$ cat src/rtl/spi_pkg.sv
// Shared definitions for the SPI master/slave pair.
//   SPI_DATA_LENGTH : default bits per transfer, also used by the slave block
//   spi_state_e     : master FSM state encoding
//   clog2()         : ceiling log2, usable in constant expressions
package spi_pkg;

    localparam int unsigned SPI_DATA_LENGTH = 8;

    typedef enum logic [2:0] {
        IDLE  = 3'd0,
        SETUP = 3'd1,
        XFER  = 3'd2,
        HOLD  = 3'd3,
        GAP   = 3'd4
    } spi_state_e;

    function automatic int unsigned clog2(input int unsigned value);
        int unsigned result;
        result = 0;
        for (int unsigned i = 0; i < 32; i++) begin
            if ((64'd1 << i) < 64'(value)) begin
                result = i + 1;
            end
        end
        return result;
    endfunction

endpackage

$ cat src/rtl/spi_clk_div.sv
// SCLK half-period timer for the SPI master.
//   clk       : system clock
//   rst       : synchronous active-high reset
//   en        : counts while high; clearing it restarts the timer with a rise next
//   rise_tick : one-cycle strobe, the next registered SCLK edge is a rise
//   fall_tick : one-cycle strobe, the next registered SCLK edge is a fall
// Strobes come every CLK_DIV enabled cycles, alternating rise/fall.
module spi_clk_div
    import spi_pkg::*;
#(
    parameter int unsigned CLK_DIV = 4
) (
    input  logic clk,
    input  logic rst,
    input  logic en,
    output logic rise_tick,
    output logic fall_tick
);

    localparam int unsigned CNT_W = clog2(CLK_DIV);

    logic [CNT_W-1:0] cnt;
    logic             phase;  // 0: next strobe is a rise
    logic             tick;

    assign tick      = en && (cnt == CNT_W'(CLK_DIV - 1));
    assign rise_tick = tick && !phase;
    assign fall_tick = tick && phase;

    always_ff @(posedge clk) begin
        if (rst || !en) begin
            cnt   <= '0;
            phase <= 1'b0;
        end else if (tick) begin
            cnt   <= '0;
            phase <= ~phase;
        end else begin
            cnt   <= cnt + 1'b1;
        end
    end

endmodule

$ cat src/rtl/m_spi_control.sv
// SPI master controller, mode 0, MSB first, one SS-framed transfer per request.
//   clk             : system clock, all logic on its rising edge
//   rst             : synchronous active-high reset, aborts any transfer
//   start           : transfer request, sampled only while busy=0
//   data_to_slave   : byte to send, latched when start is accepted
//   data_from_slave : last received byte, updated with done
//   busy            : high from the cycle after acceptance until the gap ends
//   done            : one-cycle pulse at the end of a transfer
//   SCLK            : SPI clock, idles low
//   MOSI            : serial data out
//   MISO            : serial data in, sampled on the SCLK rising-edge cycle
//   SS              : active-low slave select, idles high
module m_spi_control
    import spi_pkg::*;
#(
    parameter int unsigned DATA_LENGTH = SPI_DATA_LENGTH,
    parameter int unsigned CLK_DIV     = 4,
    parameter int unsigned GAP_CYCLES  = 4
) (
    input  logic                   clk,
    input  logic                   rst,
    input  logic                   start,
    input  logic [DATA_LENGTH-1:0] data_to_slave,
    output logic [DATA_LENGTH-1:0] data_from_slave,
    output logic                   busy,
    output logic                   done,
    output logic                   SCLK,
    output logic                   MOSI,
    input  logic                   MISO,
    output logic                   SS
);

    localparam int unsigned BIT_W = clog2(DATA_LENGTH) + 1;
    localparam int unsigned GAP_W = clog2(GAP_CYCLES) + 1;

    spi_state_e             state, state_n;
    logic [DATA_LENGTH-1:0] tx_sr, tx_sr_n;
    logic [DATA_LENGTH-1:0] rx_sr, rx_sr_n;
    logic [DATA_LENGTH-1:0] dout_n;
    logic [BIT_W-1:0]       bit_cnt, bit_cnt_n;
    logic [GAP_W-1:0]       gap_cnt, gap_cnt_n;
    logic                   sclk_n, mosi_n, ss_n, busy_n, done_n;
    logic                   div_en, rise_tick, fall_tick;

    // The divider runs only while SS is asserted. SETUP spends its first
    // cycle pulling SS low, so the first rise lands CLK_DIV cycles after SS
    // falls, and HOLD ends on the divider's next "rise" slot.
    assign div_en = !SS;

    spi_clk_div #(
        .CLK_DIV (CLK_DIV)
    ) u_clk_div (
        .clk       (clk),
        .rst       (rst),
        .en        (div_en),
        .rise_tick (rise_tick),
        .fall_tick (fall_tick)
    );

    always_comb begin
        state_n   = state;
        tx_sr_n   = tx_sr;
        rx_sr_n   = rx_sr;
        bit_cnt_n = bit_cnt;
        gap_cnt_n = gap_cnt;
        sclk_n    = SCLK;
        mosi_n    = MOSI;
        ss_n      = SS;
        busy_n    = busy;
        done_n    = 1'b0;
        dout_n    = data_from_slave;

        case (state)
            IDLE: begin
                if (start) begin
                    tx_sr_n   = data_to_slave;
                    bit_cnt_n = '0;
                    state_n   = SETUP;
                end
            end
            SETUP: begin
                if (SS) begin
                    ss_n   = 1'b0;
                    busy_n = 1'b1;
                    mosi_n = tx_sr[DATA_LENGTH-1];
                end else if (rise_tick) begin
                    sclk_n  = 1'b1;
                    rx_sr_n = {rx_sr[DATA_LENGTH-2:0], MISO};
                    state_n = XFER;
                end
            end
            XFER: begin
                if (rise_tick) begin
                    sclk_n  = 1'b1;
                    rx_sr_n = {rx_sr[DATA_LENGTH-2:0], MISO};
                end else if (fall_tick) begin
                    sclk_n = 1'b0;
                    if (bit_cnt == BIT_W'(DATA_LENGTH - 1)) begin
                        bit_cnt_n = '0;
                        state_n   = HOLD;
                    end else begin
                        bit_cnt_n = bit_cnt + 1'b1;
                        tx_sr_n   = {tx_sr[DATA_LENGTH-2:0], 1'b0};
                        mosi_n    = tx_sr[DATA_LENGTH-2];
                    end
                end
            end
            HOLD: begin
                if (rise_tick) begin
                    ss_n      = 1'b1;
                    mosi_n    = 1'b0;
                    dout_n    = rx_sr;
                    done_n    = 1'b1;
                    gap_cnt_n = '0;
                    state_n   = GAP;
                end
            end
            GAP: begin
                if (gap_cnt == GAP_W'(GAP_CYCLES - 1)) begin
                    busy_n  = 1'b0;
                    state_n = IDLE;
                end else begin
                    gap_cnt_n = gap_cnt + 1'b1;
                end
            end
            default: begin
                state_n = IDLE;
            end
        endcase
    end

    always_ff @(posedge clk) begin
        if (rst) begin
            state           <= IDLE;
            tx_sr           <= '0;
            rx_sr           <= '0;
            bit_cnt         <= '0;
            gap_cnt         <= '0;
            SCLK            <= 1'b0;
            MOSI            <= 1'b0;
            SS              <= 1'b1;
            busy            <= 1'b0;
            done            <= 1'b0;
            data_from_slave <= '0;
        end else begin
            state           <= state_n;
            tx_sr           <= tx_sr_n;
            rx_sr           <= rx_sr_n;
            bit_cnt         <= bit_cnt_n;
            gap_cnt         <= gap_cnt_n;
            SCLK            <= sclk_n;
            MOSI            <= mosi_n;
            SS              <= ss_n;
            busy            <= busy_n;
            done            <= done_n;
            data_from_slave <= dout_n;
        end
    end

endmodule

$ cat config.mk
export PLATFORM = sky130hd
export DESIGN_NAME = m_spi_control
export DESIGN_NICKNAME = d
export VERILOG_FILES = /design/src/rtl/spi_pkg.sv /design/src/rtl/spi_clk_div.sv /design/src/rtl/m_spi_control.sv
export SDC_FILE = /design/constraint.sdc
export NUM_CORES = 1
export LEC_CHECK = 0
export BUFFER_PORTS_ARGS = -buffer_cell sky130_fd_sc_hd__buf_2
export CORE_MARGIN = 2
export CORE_UTILIZATION = 56
export CTS_CLUSTER_SIZE = 28
export DETAILED_ROUTE_END_ITERATION = 10
export GPL_TIMING_DRIVEN = 0
export PLACE_DENSITY = 0.85
export SLEW_MARGIN = 10
export SYNTH_ARGS = -nofsm -noshare
export SYNTH_HDL_FRONTEND = slang
export SYNTH_SLANG_ARGS = --single-unit
$ cat constraint.sdc
create_clock -name clk -period 1.9 [get_ports clk]
set_input_delay 0.38 -clock clk [delete_from_list [all_inputs] [get_ports clk]]
set_output_delay 0.38 -clock clk [all_outputs]
set_load 0.05 [all_outputs]
Word level (Yosys, flattened, before mapping)
Index checks and enable logic that the tools add are counted.
Widths: inputs -> output; s select.
Storage, ports and cells
  output and inout port bits: 13
  register bits after elaboration: 42
  word-level logic and storage cells: 103
Operators by class
  equality and inequality tests: 19
  add/subtract/negate cells: 3
  mux-type cells: 41
  bitwise gates (word level): 2
  reductions and logical operators: 25
Operators by type and width (count)
  $mux 8: 6
  $pmux 8 s2: 2
  $mux 3: 10
  $ne 2x2->1 const B: 11
  $mux 4: 4
  $pmux 3 s5: 1
  $mux 1: 12
  $reduce_bool 2->1: 5
  $eq 3x2->1 const B: 3
  $pmux 4 s2: 1
  $reduce_and 4->1: 2
  $reduce_and 8->1: 1
  $pmux 1 s2: 3
  $pmux 3 s2: 1
  $reduce_and 2->1: 3
  $reduce_and 3->1: 2
  $reduce_and 6->1: 1
  $reduce_and 5->1: 1
  $add 4x1->4 const B: 1
  $eq 4x3->1 const B: 1
  $reduce_or 2->1: 2
  $add 3x1->3 const B: 1
  $eq 3x1->1 const B: 1
  $eq 3x3->1 const B: 1
  10 further kinds: 14

Depth between registers and ports, before layout
Gate-level depths: netlist (run 1).
  word-level depth: 6
  gate-level depth with buffers: 7
  mapped depth without buffers: 6

Cells and area by module
Synthesis (run 1) repeated with hierarchy kept, for this count alone.
Second synthesis, totals
  cells, all modules: 213
  area total of the unflattened synthesis: 1826.8 um^2
By module, submodules not included
  m_spi_control: seq. area each 780.7 um^2, area an instance 1707.9 um^2, cells an instance 201, times used 1
  spi_clk_div: seq. area each 60.1 um^2, area an instance 118.9 um^2, cells an instance 12, times used 1

Least setup slack after synthesis (run 1)
No wires, ideal clock.
  kind: reg2reg
  from: register SS
  to: register tx_sr[1]
  data arrival time: 1680 ps
  path slack: 79 ps
  period minus slack after synthesis: 1821 ps
  data required time: 1758 ps
  cell stages (with the launch flop): 6
  library setup time: 142 ps
  path buffers: 1
  path through: dfxtp_1 > buf_6 > nand3b_4 > a2111o_1 > a21oi_4 > a211oi_1
Between the ends
  word-level cells in the longest chain between the ends: 5
  elaborated cells on any way between the ends: 7
  those cells by class: eq/ne: 2; reduce/logical: 5
RTL lines
  start: declaration: RTL line m_spi_control.sv:30  | output logic SS
  start signal: assignment: RTL line m_spi_control.sv:153  | SS <= ss_n;
  $logic_not 1->1 (*): RTL line m_spi_control.sv:48  | assign div_en = !SS;
  $logic_and 1x1->1 (*): RTL line spi_clk_div.sv:26  | assign tick = en && (cnt == CNT_W'(CLK_DIV - 1));
  $logic_and 1x1->1 (on tied branches): RTL line spi_clk_div.sv:28, spi_clk_div.sv:27
  $ne 2x2->1 (no line)
  $reduce_and 5->1 (no line) (*)
  end signal: assignment: RTL line m_spi_control.sv:147  | tx_sr <= tx_sr_n;
  end: declaration: RTL line m_spi_control.sv:37  | logic [DATA_LENGTH-1:0] tx_sr, tx_sr_n;
Mark *: on every way between the ends. The rest lies on a longest branch, timed or not.
A chain may end at the register's enable or synchronous reset.

Worst setup path after layout (run 1)
  from: register u_clk_div.cnt[0]
  to: register tx_sr[1]
Between the ends
  word-level cells in the longest chain between the ends: 5
  elaborated cells on any way between the ends: 7
  those cells by class: eq/ne: 3; reduce/logical: 4
RTL lines
  start: declaration: RTL line spi_clk_div.sv:22  | logic [CNT_W-1:0] cnt;
  start signal: assignment: RTL line spi_clk_div.sv:38  | cnt <= cnt + 1'b1;
  $eq 2x2->1 (*): RTL line spi_clk_div.sv:26
  $logic_and 1x1->1 (*): RTL line spi_clk_div.sv:26
  $logic_and 1x1->1 (on tied branches): RTL line spi_clk_div.sv:28, spi_clk_div.sv:27
  $ne 2x2->1 (no line)
  $reduce_and 5->1 (no line) (*)
Marked as above.

==> flow_summary.yaml, run 1 <==
clock_network:
  clk_path_buf_depth: 2
  cts_tree: "yes"
  cts-htree-levels: 2
  clkTransAtPathRegs_ns: 0.12
  numCtsBuffers: 5
  clock_latency_ns: 0.36
  hold_buffers: 0
  cts_sinks: 42
  cts_root_buffer: "clkbuf_4"
worst_hold_path:
  hold_class: "input pin to flop"
setup_path:
  crit_fanout: 7
  worstSetupStartpointType: "flop"
  critPathArrivalTime_ns: 2.04
  worst-setup-path-type: "flop to flop"
  path_cells: "ha_2 -> nand3b_4 -> a2111o_1 -> a21oi_4 -> a211oi_1"
  max_stage_delay_ns: 0.51
  crit_slowest_cell: "a2111o_1"
  path_delay_family: "compound AO/OA/AOI/OAI gates"
  worstPathRequired_ns: 2.13
  crit_buf_inv: 0
  crit_path_end_kind: "flop"
yosys:
  ys_types: 46
  synth_largest_area_cell: "dfxtp_1"
  synth_ff_type: "dfxtp_1"
  yosysWarnings: 0
  netlist_area_mm2: 0.001947
  syn_area_per_cell_um2: 9.883
  ys_ff_latch: 42
  syn_inst: 197
  syn_nets: 213
  ys_top_cells_by_area: "dfxtp_1, mux2i_1, a21oi_1"
  synth_top_cell_area_share_pct: 43.19
  synth_edf_count: 0
  synthArstFlopShare_pct: 0
  ys_seq_area_share_pct: 43.19
global_routing:
  grt_max_degree: 15
  busiest_layer: "met2"
  grt_pass1_vias: 1385
  use_met2_pct: 32.31
  antenna_found_initial: 0
  grt-ovfl-total: 0
  grt_util_met1_pct: 24.63
  grt_pass1_wl_mm: 6.161
  grt_usage_pct: 19.82
  grt_use_met3_pct: 5.766
route:
  dr.pass1.iters: 6
  post_drt_wl_per_cell_um: 12.96
  drc: 0
  antenna_left: 0
  vias_per_cell: 5.440
  num_vias: 1485
  drt_iter0_markers: 48
  wl_mm: 3.538
final_layout:
  most-common-layout-cells: "dfxtp_1, buf_2, nor2_1"
  final_util_pct: 65.39
  diodes: 0
  drive_above_1_share_pct: 23.35
  finalNonFillerCells: 273
  layout_commonest_cell: "dfxtp_1"
  areaGrowthSynthToFinish_pct: 12.08
  num-fill-cells: 282
  nNetsFinal: 242
floorplanning:
  die_x_um: 62.96
  die_area_mm2: 0.003964
  rows: 21
  die_h_um: 62.96
  core_mm2: 0.003337
  io_pins: 25
  start_util_pct: 58.34
placed_design:
  place_congestion: 0.8366
  dp_hpwl_mm: 2.602
  port-buffer-count: 23
  dpl.cell_count: 266
power_and_ir_drop:
  ir_drop_mv: 0.5777
  p_leak_nw: 0.8848
  powerDensity_mw_per_mm2: 695.5
timing:
  fin_skew_ns: 0.01016
  hold_viol_final: 0
  hold_ws_ns: 0.2595
  rsz0062_at_grt: "false"
  worst_pin_slew_ns: 0.5499
  max_freq_mhz: 552.1
  maxSlewHeadroom_pct: 63.34
  setup_viol: 0
  drv_slew: 0
  post-route-min-period_ns: 1.811
  fin_tns_setup_ns: 0
  post-route-period-util_pct: 95.33
outcome:
  outcome: "finished, final reports clean"
run:
  max_cap_violations: 0
==> final timing paths <==
kind / from / end / slack (ns) / depth (start not counted)
max reg2reg: u_clk_div.cnt[0]$_SDFF_PP0_ / tx_sr[1]$_SDFFE_PP0P_ / 0.09 / 5
min: MISO / rx_sr[0]$_SDFFE_PP0P_ / 0.26 / 3
max: u_clk_div.cnt[0]$_SDFF_PP0_ / tx_sr[1]$_SDFFE_PP0P_ / 0.09 / 5
min reg2reg: u_clk_div.cnt[0]$_SDFF_PP0_ / u_clk_div.cnt[0]$_SDFF_PP0_ / 0.45 / 1
==> tightest hold or removal path: cells and delay by family <==
family                 cells  cell delay (ns)
and+or+nand+nor            1             0.08
buffers and inverters      1             0.07
muxes                      1             0.05
==> area by class of cell <==
cell class	instances	area, um2	area share (%)
multi-input cells	137	1003	45.99
inverters	4	15.01	0.6881
clock buffers	5	37.54	1.720
clock inverters	3	21.27	0.9748
flip-flops and latches	42	840.8	38.53
repair buffers	23	115.1	5.275
well taps	46	57.56	2.638
plain buffers	13	91.34	4.186
==> per-stage QoR <==
step	instance area (um2)	power [mW]	setup WS (ns)
5_1_grt	2182	1.597	0.01290
4_1_cts	2183	1.531	0.008882
3_3_place_gp	2120	1.092	0.006996
3_5_place_dp	2120	1.097	-0.02918
6_report	2182	1.518	0.08880
2_1_floorplan	1947	1.058	0.07853
==> layer usage <==
metal	wire length [um]	share of wire, %
met5	0	0
met4	36	1.0
met1	1624	46
met2	1697	48
met3	179	5.1
==> timing repair <==
| item | CTS | global route |
|---|---|---|
| setup endpoints to repair | 6 | 22 |
| buffers inserted | 0 | 0 |
| resized for setup | 1 | 1 |
==> Yosys cell counts (2+ instances only) <==
cell,n
clkbuf_1,6
nand3_1,8
mux2i_1,23
nand2b_1,2
nand2_1,7
nor2_1,24
nor2b_1,2
dfxtp_1,42
a21oi_1,19
ha_1,4
inv_1,4
xnor2_1,4
buf_6,5
nor3_1,5
o21ai_0,2
a21bo_2,2
nand3b_1,4
a211oi_2,6
==> sequential cells by signal, indices dropped and copies added, names as in the netlist <==
name             flops
busy                 1
SS                   1
data_from_slave      8
u_clk_div.phase      1
gap_cnt              3
MOSI                 1
u_clk_div.cnt        2
rx_sr                8
bit_cnt              4
done                 1
state                3
SCLK                 1
tx_sr                8
==> cell families (layout without fill, tap and decap cells) <==
family,count (synthesis),in the layout,synth area share (%)
simple gates,66,66,18.77
flops,42,42,43.19
compound gates,40,40,16.20
mux,23,23,11.83
buf+inv,18,48,5.655
fa+ha+maj,4,4,2.571
xor+xnor,4,4,1.799
==> power by group <==
| part | switching (mW) | total [mW] | internal [mW] |
|---|---|---|---|
| combinational | 0.0947 | 0.157 | 0.0621 |
| clock | 0.296 | 0.440 | 0.144 |
| sequential | 0.0163 | 0.921 | 0.904 |
No activity file was read; power rests on OpenSTA's default activity.
==> run 2: changes to the inputs <==
--- a/config.mk
+++ b/config.mk
@@ -6,12 +6,11 @@
 export NUM_CORES = 1
 export LEC_CHECK = 0
 export BUFFER_PORTS_ARGS = -buffer_cell sky130_fd_sc_hd__buf_2
-export CORE_MARGIN = 2
 export CORE_UTILIZATION = 56
 export CTS_CLUSTER_SIZE = 28
 export DETAILED_ROUTE_END_ITERATION = 10
 export GPL_TIMING_DRIVEN = 0
-export PLACE_DENSITY = 0.85
+export PLACE_DENSITY_LB_ADDON = 0.2
 export SLEW_MARGIN = 10
 export SYNTH_ARGS = -nofsm -noshare
 export SYNTH_HDL_FRONTEND = slang
==> run 2 against run 1 <==
Compared with the run above: worst setup slack worse by 0.013 ns; final area is 3.1% higher; via count increased by 0.27%; global-route usage up 3.0 points; largest cell class unchanged; combinational power hardly changed; flip-flop and latch count stayed put; critical path depth is the same; highest routed layer unchanged; hold slack improved by 0.0043 ns; clock power grew 69%; sequential power barely moved; final cell count unchanged; power increased by 20%.
==> flow_summary.yaml, run 2 (same netlist as run 1, synthesis figures left out) <==
floorplanning:
  die_area_mm2: 0.003716
  die_h_um: 60.96
  start_util_pct: 58.34
  core_mm2: 0.003337
  die_x_um: 60.96
  rows: 21
  io_pins: 25
setup_path:
  worst-setup-path-type: "flop to flop"
  crit_buf_inv: 0
  worstPathRequired_ns: 2.18
  crit_top_cell: "ha_1"
  crit_path_end_kind: "flop"
  crit_fanout: 7
  max_stage_delay_ns: 0.60
  critPathArrivalTime_ns: 2.10
  path_delay_family: "simple AND/OR/NAND/NOR gates"
  worstSetupStartpointType: "flop"
  crit_slowest_cell: "or4b_1"
  path_cells: "ha_1 -> ha_1 -> or4b_1 -> or2_0 -> a21oi_1"
outcome:
  outcome: "finished, final reports clean"
clock_network:
  numCtsBuffers: 5
  clock_latency_ns: 0.36
  clkTransAtPathRegs_ns: 0.13
  cts_tree: "yes"
  clk_path_buf_depth: 2
  cts_root_buffer: "clkbuf_4"
  cts-htree-levels: 2
  hold_buffers: 0
  cts_sinks: 42
placed_design:
  dp_hpwl_mm: 2.803
  post_dp_cell_area_mm2: 0.002120
  place_congestion: 0.8649
  port-buffer-count: 23
  dpl.cell_count: 266
power_and_ir_drop:
  powerDensity_mw_per_mm2: 811.1
  seqPwrFrac_pct: 50.5
  internal_power_mw: 1.413
  p_leak_nw: 0.9124
  p_sw_mw: 0.4120
  swShare_pct: 22.58
  ir_drop_mv: 0.5573
  power_frac_comb_pct: 8.8
  p_clk_share_pct: 40.8
route:
  vias_per_cell: 5.454
  drt_iter0_markers: 55
  dr.pass1.iters: 4
  post_drt_wl_per_cell_um: 14.12
  antenna_left: 0
  wl_mm: 3.855
  drc: 0
  num_vias: 1489
worst_hold_path:
  hold_class: "input pin to flop"
timing:
  hold_ws_ns: 0.2637
  post-route-min-period_ns: 1.824
  maxSlewHeadroom_pct: 61.87
  rsz0062_at_grt: "false"
  setup_viol: 0
  max_freq_mhz: 548.2
  fin_skew_ns: 0.01420
  hold_viol_final: 0
  fin_tns_setup_ns: 0
  post-route-period-util_pct: 96.01
  drv_slew: 0
  worst_pin_slew_ns: 0.5719
final_layout:
  layout_commonest_cell: "dfxtp_1"
  fin_area_mm2: 0.002250
  reg_top3: "data_from_slave: 8 flops, rx_sr: 8 flops, tx_sr: 8 flops"
  final_util_pct: 67.42
  num-fill-cells: 285
  finalNonFillerCells: 273
  nNetsFinal: 242
  areaGrowthSynthToFinish_pct: 15.55
  diodes: 0
  most-common-layout-cells: "dfxtp_1, buf_2, nor2_1"
  drive_above_1_share_pct: 23.79
global_routing:
  antenna_found_initial: 0
  grt_usage_pct: 22.81
  grt_pass1_vias: 1391
  grt-ovfl-total: 0
  grt_pass1_wl_mm: 6.127
  grt_max_degree: 14
run:
  max_cap_violations: 0
[run 2: cell types whose count changed in the layout (fill, tap and decap cells not counted)]
cell        previous run  this run
clkinvlp_4             1         0
nand3_1                8         7
clkinv_2               1         0
clkinv_4               1         0
clkbuf_8               0         1
nand3_2                0         1
ha_2                   1         0
ha_4                   0         1
bufinv_16              0         2
[run 2: through the flow]
stage	setup slack, ns	power [mW]
finish	0.07574	1.825
global route	0.004595	1.884
CTS	0.03704	1.830
detailed placement	-0.05403	1.098
global placement	0.02883	1.089
floorplan	0.07853	1.058
[run 2: worst register-to-register path: stages, from the launching register on]
cell     delay (ns)
dfxtp_1        0.34
ha_1           0.20
ha_1           0.21
or4b_1         0.60
or2_0          0.26
a21oi_1        0.15
[run 2: worst paths after layout]
path | startpoint | end | slack (ns) | depth (start not counted)
min reg2reg | SCLK$_SDFFE_PP0P_ | SCLK$_SDFFE_PP0P_ | 0.50 | 2
min | MISO | rx_sr[0]$_SDFFE_PP0P_ | 0.26 | 3
max reg2reg | gap_cnt[0]$_SDFFE_PP0P_ | gap_cnt[0]$_SDFFE_PP0P_ | 0.08 | 5
max | gap_cnt[0]$_SDFFE_PP0P_ | gap_cnt[0]$_SDFFE_PP0P_ | 0.08 | 5
[run 2: power groups by stage]
stage	Clock (mW)	Combinational (mW)	Sequential, mW
final	0.744	0.160	0.921
after global routing	0.787	0.173	0.924
after CTS	0.750	0.160	0.920
after detailed placement	0	0.158	0.940
after global placement	0	0.151	0.938
after floorplan	0	0.100	0.958
[run 2: cell type report]
| class | count | area [um2] | share of cell area (%) |
|---|---|---|---|
| Timing Repair Buffer | 23 | 115.1 | 5.117 |
| Clock inverter | 2 | 60.06 | 2.670 |
| Tap cell | 46 | 57.56 | 2.558 |
| Sequential cell | 42 | 840.8 | 37.37 |
| Inverter | 4 | 15.01 | 0.6674 |
| Clock buffer | 6 | 51.30 | 2.280 |
| Buffer | 13 | 91.34 | 4.060 |
| Multi-Input combinational cell | 137 | 1018 | 45.27 |
[run 2: timing repair]
item,4_1_cts,5_1_grt
setup endpoints to repair,15,18
buffers inserted,0,0
pin swaps,0,1
resized for setup,2,2
[run 2: routing by layer]
| layer | up-vias | global-route usage (%) | wire length [um] |
|---|---|---|---|
| met1 | 696 | 25.76 | 1670 |
| met5 | - | 0 | 0 |
| met2 | 31 | 41.60 | 2026 |
| met4 | 0 | 8.442 | 29 |
| li1 | 756 | - | - |
| met3 | 6 | 5.330 | 128 |
